## src/rtl/cpu_sequencer_pkg.sv

```systemverilog
// Shared definitions for the CPU control sequencer: state encodings,
// instruction class opcodes and the special-class extended opcodes.
package cpu_sequencer_pkg;

  typedef enum logic [2:0] {
    ST_FETCH  = 3'd0,
    ST_DECODE = 3'd1,
    ST_EXEC   = 3'd2,
    ST_MEM    = 3'd3,
    ST_WB     = 3'd4,
    ST_HALT   = 3'd5
  } state_e;

  localparam logic [3:0] OP_RTYPE   = 4'b0000;
  localparam logic [3:0] OP_SPECIAL = 4'b0100;
  localparam logic [3:0] OP_SHIFT   = 4'b1000;
  localparam logic [3:0] OP_BCOND   = 4'b1100;
  localparam logic [3:0] OP_LUI     = 4'b1111;

  localparam logic [3:0] EXT_LOAD  = 4'b0000;
  localparam logic [3:0] EXT_STOR  = 4'b0100;
  localparam logic [3:0] EXT_JAL   = 4'b1000;
  localparam logic [3:0] EXT_JCOND = 4'b1100;

  // One-hot instruction class; jump covers both JCOND and bcond.
  typedef struct packed {
    logic rtype;
    logic imm;
    logic shift;
    logic lui;
    logic load;
    logic stor;
    logic jal;
    logic jump;
    logic nop;
  } instr_class_t;

endpackage

```

## src/rtl/cpu_sequencer_class_decode.sv

```systemverilog
// Combinational instruction classifier: maps the primary and extended
// opcodes onto exactly one instruction class.
module instr_class_decode
  import cpu_sequencer_pkg::*;
#(
  parameter int OP_BITS = 4
) (
  input  logic [OP_BITS-1:0] op_code,
  input  logic [OP_BITS-1:0] ext_op_code,
  output instr_class_t       cls
);

  always_comb begin
    cls = '0;
    if (op_code == OP_BITS'(OP_RTYPE)) begin
      cls.rtype = 1'b1;
    end else if (op_code == OP_BITS'(OP_SPECIAL)) begin
      // Unrecognised special extended codes fall through as NOPs
      if (ext_op_code == OP_BITS'(EXT_LOAD))
        cls.load = 1'b1;
      else if (ext_op_code == OP_BITS'(EXT_STOR))
        cls.stor = 1'b1;
      else if (ext_op_code == OP_BITS'(EXT_JAL))
        cls.jal = 1'b1;
      else if (ext_op_code == OP_BITS'(EXT_JCOND))
        cls.jump = 1'b1;
      else
        cls.nop = 1'b1;
    end else if (op_code == OP_BITS'(OP_SHIFT)) begin
      cls.shift = 1'b1;
    end else if (op_code == OP_BITS'(OP_BCOND)) begin
      cls.jump = 1'b1;
    end else if (op_code == OP_BITS'(OP_LUI)) begin
      cls.lui = 1'b1;
    end else begin
      cls.imm = 1'b1;
    end
  end

endmodule

```

## src/rtl/cpu_sequencer.sv

```systemverilog
// Multi-cycle CPU control sequencer: FETCH/DECODE/EXEC/MEM/WB/HALT FSM
// producing the datapath strobes and memory handshake.
module cpu_sequencer
  import cpu_sequencer_pkg::*;
#(
  parameter int OP_BITS    = 4,
  parameter int STATE_BITS = 3
) (
  input  logic                  clk,
  input  logic                  reset,
  input  logic [OP_BITS-1:0]    op_code,
  input  logic [OP_BITS-1:0]    ext_op_code,
  input  logic                  cond_true,
  input  logic                  mem_ready,
  input  logic                  halt_req,
  output logic                  mem_read,
  output logic                  mem_write,
  output logic                  ir_write,
  output logic                  pc_inc,
  output logic                  pc_load,
  output logic                  reg_write,
  output logic                  psr_write,
  output logic                  halted,
  output logic [STATE_BITS-1:0] state
);

  state_e       state_q;
  state_e       state_d;
  state_e       fetch_next;
  instr_class_t cls;

  logic mem_read_c, mem_write_c, ir_write_c, pc_inc_c;
  logic pc_load_c, reg_write_c, psr_write_c, halted_c;

  instr_class_decode #(.OP_BITS(OP_BITS)) u_class_decode (
    .op_code     (op_code),
    .ext_op_code (ext_op_code),
    .cls         (cls)
  );

  always_ff @(posedge clk or posedge reset) begin
    if (reset)
      state_q <= ST_FETCH;
    else
      state_q <= state_d;
  end

  always_comb begin
    state_d     = ST_FETCH;
    mem_read_c  = 1'b0;
    mem_write_c = 1'b0;
    ir_write_c  = 1'b0;
    pc_inc_c    = 1'b0;
    pc_load_c   = 1'b0;
    reg_write_c = 1'b0;
    psr_write_c = 1'b0;
    halted_c    = 1'b0;
    // halt_req only matters on the edge that would start a new fetch
    fetch_next  = halt_req ? ST_HALT : ST_FETCH;

    case (state_q)
      ST_FETCH: begin
        mem_read_c = 1'b1;
        if (mem_ready) begin
          ir_write_c = 1'b1;
          pc_inc_c   = 1'b1;
          state_d    = ST_DECODE;
        end else begin
          state_d = ST_FETCH;
        end
      end
      ST_DECODE: state_d = ST_EXEC;
      ST_EXEC: begin
        if (cls.load || cls.stor) begin
          state_d = ST_MEM;
        end else if (cls.jump) begin
          pc_load_c = cond_true;
          state_d   = fetch_next;
        end else if (cls.nop) begin
          state_d = fetch_next;
        end else begin
          state_d = ST_WB;
        end
      end
      ST_MEM: begin
        mem_read_c  = cls.load;
        mem_write_c = cls.stor;
        if (!(cls.load || cls.stor))
          state_d = fetch_next;
        else if (!mem_ready)
          state_d = ST_MEM;
        else if (cls.load)
          state_d = ST_WB;
        else
          state_d = fetch_next;
      end
      ST_WB: begin
        reg_write_c = cls.rtype | cls.imm | cls.shift | cls.lui | cls.load | cls.jal;
        psr_write_c = cls.rtype | cls.imm;
        pc_load_c   = cls.jal;
        state_d     = fetch_next;
      end
      ST_HALT: begin
        halted_c = 1'b1;
        state_d  = halt_req ? ST_HALT : ST_FETCH;
      end
      default: state_d = ST_FETCH;
    endcase
  end

  // Reset silences every output immediately, not just from the next edge
  assign mem_read  = mem_read_c  & ~reset;
  assign mem_write = mem_write_c & ~reset;
  assign ir_write  = ir_write_c  & ~reset;
  assign pc_inc    = pc_inc_c    & ~reset;
  assign pc_load   = pc_load_c   & ~reset;
  assign reg_write = reg_write_c & ~reset;
  assign psr_write = psr_write_c & ~reset;
  assign halted    = halted_c    & ~reset;
  assign state     = STATE_BITS'(state_q);

endmodule

```

## config.mk

```make
export PLATFORM = sky130hd
export DESIGN_NAME = cpu_sequencer
export DESIGN_NICKNAME = d
export VERILOG_FILES = /design/src/rtl/cpu_sequencer_pkg.sv /design/src/rtl/cpu_sequencer_class_decode.sv /design/src/rtl/cpu_sequencer.sv
export SDC_FILE = /design/constraint.sdc
export NUM_CORES = 1
export LEC_CHECK = 0
export ABC_CLOCK_PERIOD_IN_PS = 1300
export BUFFER_PORTS_ARGS = -buffer_cell sky130_fd_sc_hd__buf_2
export CAP_MARGIN = 20
export CORE_AREA = 4 4 41 43
export CTS_CLUSTER_DIAMETER = 200
export CTS_CLUSTER_SIZE = 10
export DETAILED_ROUTE_END_ITERATION = 6
export DIE_AREA = 0 0 45 47
export GPL_ROUTABILITY_DRIVEN = 0
export SLEW_MARGIN = 0
export SYNTH_ARGS = -nofsm -noshare
export SYNTH_HDL_FRONTEND = slang
export SYNTH_SLANG_ARGS = --single-unit
```

## constraint.sdc

```tcl
create_clock -name clk -period 1.3 [get_ports clk]
set_input_delay 0.13 -clock clk [delete_from_list [all_inputs] [get_ports clk]]
set_output_delay 0.13 -clock clk [all_outputs]
set_load 0.03 [all_outputs]
```

### Word level (Yosys, flattened, before mapping)

Index checks and enable logic that the tools add are counted.

| storage, ports and cells | value |
|---|---|
| flip-flop bits (word level) | 3 |
| input port bits | 13 |
| output and inout bits | 11 |
| logic and storage cells | 73 |

| operators by class | value |
|---|---|
| eq/ne operators | 12 |
| multiplexer cells | 42 |
| bitwise operators | 13 |
| reduce and logical (&&, ||, !) cells | 5 |

Operator list:

| operator | count |
|---|---|
| $mux 3 | 10 |
| $mux 1 | 26 |
| $eq 4x4->1 const B | 5 |
| $pmux 3 s5 | 1 |
| $eq 4x3->1 const B | 2 |
| $logic_not 4->1 | 2 |
| $mux 8 | 1 |
| $and 1x1->1 | 7 |
| $eq 3x2->1 const B | 2 |
| $eq 3x3->1 const B | 2 |
| $or 1x1->1 | 5 |
| $mux 4 | 1 |
| $pmux 1 s2 | 2 |
| $eq 3x1->1 const B | 1 |
| $logic_not 3->1 | 1 |
| $mux 2 | 1 |
| $reduce_or 2->1 | 1 |
| $logic_or 1x1->1 | 1 |
| $not 1->1 | 1 |

### Depth between registers and ports, before layout

| logic depth | value |
|---|---|
| word-level depth | 14 |
| depth in mapped cells | 5 |
| gate-level depth less buffers | 4 |

### Cells and area by module

From an unflattened synthesis, not the netlist that was laid out.

| second synthesis, totals | value |
|---|---|
| cells, all modules | 56 |
| area, all modules | 437.9 um2 |

Modules (own cells, without submodules):

| module | times used | cells an instance | area each (um2) | sequential area each (um2) |
|---|---|---|---|---|
| cpu_sequencer | 1 | 42 | 325.3 | 75.1 |
| instr_class_decode | 1 | 14 | 112.6 | 0.0 |

### Least setup slack after synthesis

OpenSTA, ideal clock, no wires.

| timing path | value |
|---|---|
| path kind | register to output |
| start | register state_q[0], in the netlist state[0] |
| end | output port pc_load |
| arrival time | 1.975 ns |
| required time | 1.170 ns |
| setup slack | -0.805 ns |
| stages on the path, launching flop included | 6 |
| path buffers | 1 |
| cell sequence | dfrtp_1 -> clkbuf_1 -> nor2_1 -> and3_1 -> nand2_1 -> a211oi_1 |

| between the ends | value |
|---|---|
| cells in the longest elaborated chain, start to end | 3 |
| elaborated cells between the ends (all ways) | 4 |
| classes of those cells | 2 x eq/ne; 1 x mux; 1 x bitwise |

Ends and longest elaborated chain:

| item | RTL line | source |
|---|---|---|
| from (decl) | cpu_sequencer.sv:27 | `state_e state_q;` |
| from (signal assigned) | cpu_sequencer.sv:45 | `state_q <= state_d;` |
| $eq 3x3->1 / $eq 3x2->1 (equally long branches) | cpu_sequencer.sv:61 | `case (state_q)` |
| $pmux 1 s2 (*) | cpu_sequencer.sv:61 |  |
| $and 1x1->1 (*) | cpu_sequencer.sv:116 | `assign pc_load = pc_load_c & ~reset;` |
| to (decl) | cpu_sequencer.sv:20 | `output logic pc_load,` |

Every way passes the cells marked *; elsewhere a longest branch is shown, timed or not.

### Final worst setup path

Same ends and word-level chain as after synthesis.

==> metrics.md <==
| Metric | Value |
|---|---|
| Area grow syn2layout | `164%` |
| First-pass GRT wire length | `2790 um` |
| LEAKAGE | `approximately 0.48 nW` |
| Layout cells sized above 1 | `roughly 85%` |
| IO buf count | `23` |
| N_diodes | `0` |
| CP bufs+invs | `1` |
| Drt initial violations | `12` |
| Vias per cell | `5.17` |
| Number of cell rows | `13` |
| Post-synth ARST share | `100%` |
| Die Ht | `47 um` |
| PD cells | `approximately 1500 nW/um^2` |
| Antenna Nets Post-Route | `0` |
| Top cell type's share of synthesized area | `18.0%` |
| CTS tree | `yes` |
| Syn Nets | `66` |
| GRT Util Overall | `18.7%` |
| RSZ-0062 raised after global routing | `true` |
| Cell variety after synth | `36` |
| Ports | `24` |
| Drt pass-1 iters | `4` |
| Critical Path RT | `1.17 ns` |
| MaxCap Viol Count | `0` |
| Nets | `about 130` |
| Max reg flops | `3` |
| Drt total wl | `about 1900 um` |
| Core area | `about 1300 um^2` |
| Worst r2r src | `state[1]` |
| Synth Register Bits | `3` |
| CP max FO | `3` |
| Post-route non-filler standard cell count | `between 100 and 150` |
| Nature of the critical path endpoint | `output pin` |
| Die X | `45 um` |
| Avg Cell Area, Syn | `7.88 um^2` |
| Critical path's top delay family | `simple AND/OR/NAND/NOR gates` |
| Hold Crit Start | `halt_req` |
| Via count | `651` |
| Final Hold Viols | `0` |
| Num Clock Sinks | `3` |
| Placed cells | `about 110` |
| Hold Path Class | `in -> reg` |
| Die Footprint | `2120 um^2` |
| Wirelength per Cell | `approximately 15 um` |
| Final Slew Violations | `0` |
| Final hold slack | `0.219 ns` |
| Largest net degree at the start of global routing | `8` |
| DRC | `0` |
| Synth warn | `0` |
| Initial antenna violation count | `0` |
| Relative slew slack | `69.2%` |
| Top cells by area, synth | `dfrtp_1 (18%), and3_1 (6.0%), nand2_1 (5.4%), nor2_1 (4.5%), nor3_4 (3.9%)` |
| Final clock skew | `0.00159 ns` |
| Post-synth top area cell | `dfrtp_1` |
| Grt total ovfl | `0` |
| Worst-path cell chain | `nor2_4 -> and3_4 -> nand2_4 -> a211oi_4 -> buf_6` |
| Status | `finished with violations` |
| Commonest non-fill, non-tap cells in the layout | `buf_4 (25), buf_6 (18), buf_2 (14)` |
| Max rail drop VDD | `775 uV` |
| Commonest non-fill, non-tap cell in the layout | `buf_4` |
| EDFF count, synth | `0` |
| CTS Root Cell | `clkbuf_4` |
| CTS Buffer Depth | `2` |
| Failing checks | `setup timing` |
| Setup crit start | `state[0]` |
| Final Power | `0.00169 W` |
| PnR worst setup slack | `-0.312 ns` |
| Data arrival time of the worst path | `~1.5 ns` |
| Slew @ Worst Pin | `0.458 ns` |
| H-tree depth | `1` |
| Synth Flop Type | `dfrtp_1` |
| Crit-path max cell delay | `roughly 0.42 ns` |
| Post-DP HPWL | `1320 um` |
| CP max-delay cell | `dfrtp_2` |
| Fin crit share | `124%` |
| Sequential share of the synthesized area | `around 18%` |
| # setup viols final | `10` |
| Crit start category | `flip-flop` |
| Final Critical Period | `1.61 ns` |
| Effective utilization at floorplan | `32.1%` |
| Clk_lat worst skew | `0.24 ns` |
| Fmax | `about 620 MHz` |
| Num CTS Buffers | `3` |
| Synth Instances | `between 50 and 60` |
| Clk slew on worst S/H paths | `0.04 ns` |
| CP Class | `reg -> out` |
| Number of global-route vias before repair | `649` |
| Synthesized area | `418 um^2` |
## layout make-up
| class | count | area (um^2) |
|---|---|---|
| Timing Repair Buffer | 58 | 470 |
| Fill cell | 71 | 198 |
| Multi-Input combinational cell | 45 | 505 |
| Clock buffer | 4 | 26.3 |
| Tap cell | 15 | 18.8 |
| Inverter | 1 | 3.75 |
| Sequential cell | 3 | 78.8 |
## metal layers
| layer | vias to the layer above | share of wire [%] | track usage, % |
|---|---|---|---|
| li1 | 317 | - | - |
| met1 | 314 | 40 | 21.6 |
| met2 | 18 | 55 | 34.2 |
| met4 | 0 | 0.88 | 7.02 |
| met5 | - | 0 | 0 |
| met3 | 2 | 4.3 | 3.45 |
## worst min-delay path, stage by stage
cell and delay (ns):
buf_2 0.17, a32oi_2 0.07, nand2_1 0.05
## metrics by stage
stage	setup slack [ns]	instance area, um^2	setup TNS (ns)	util [%]
2_1_floorplan	-0.311	548	-0.856	-
3_3_place_gp	-0.248	835	-1.21	64.1
3_5_place_dp	-0.245	835	-1.31	64.1
4_1_cts	-0.328	965	-1.83	74.1
5_1_grt	-0.378	1100	-2.25	84.8
6_report	-0.312	1100	-1.79	84.8
## cells by family after synthesis
| group | Yosys count | synth area share, % |
|---|---|---|
| simple gates | 30 | 45.2 |
| buf+inv | 5 | 7.19 |
| compound gates | 15 | 29.6 |
| flops | 3 | 18.0 |
## final timing paths
check                           end  slack (ns)  cells past startpoint
setup / recovery            pc_load       -0.31                      5
hold / removal             state[0]        0.22                      3
setup reg to reg           state[0]       -0.10                      7
hold reg to reg            state[1]        0.68                      2
max in group asynchronous  state[2]        0.57                      4
min in group asynchronous  state[1]        0.56                      4
## synth_stat cells (2+ instances only)
cell type  count
nor2_1         5
o21ai_0        2
clkbuf_1       2
nor3_1         2
and3_1         4
nand2_1        6
dfrtp_1        3
## report_power, final
group | leakage, nW | switching [W] | internal, W
Sequential | 0.0345 | 0.0000458 | 0.000141
Combinational | 0.428 | 0.000642 | 0.000689
Clock | 0.0150 | 0.0000564 | 0.000116
## what timing repair did
action                                 CTS  global route
hold buffers                             1             0
setup endpoints to repair                8            12
setup buffers                            4             6
endpoints found under the hold margin    3             0
resized for setup                       22            23
pin swaps                                6            10
No activity file was read; power rests on OpenSTA's default activity.
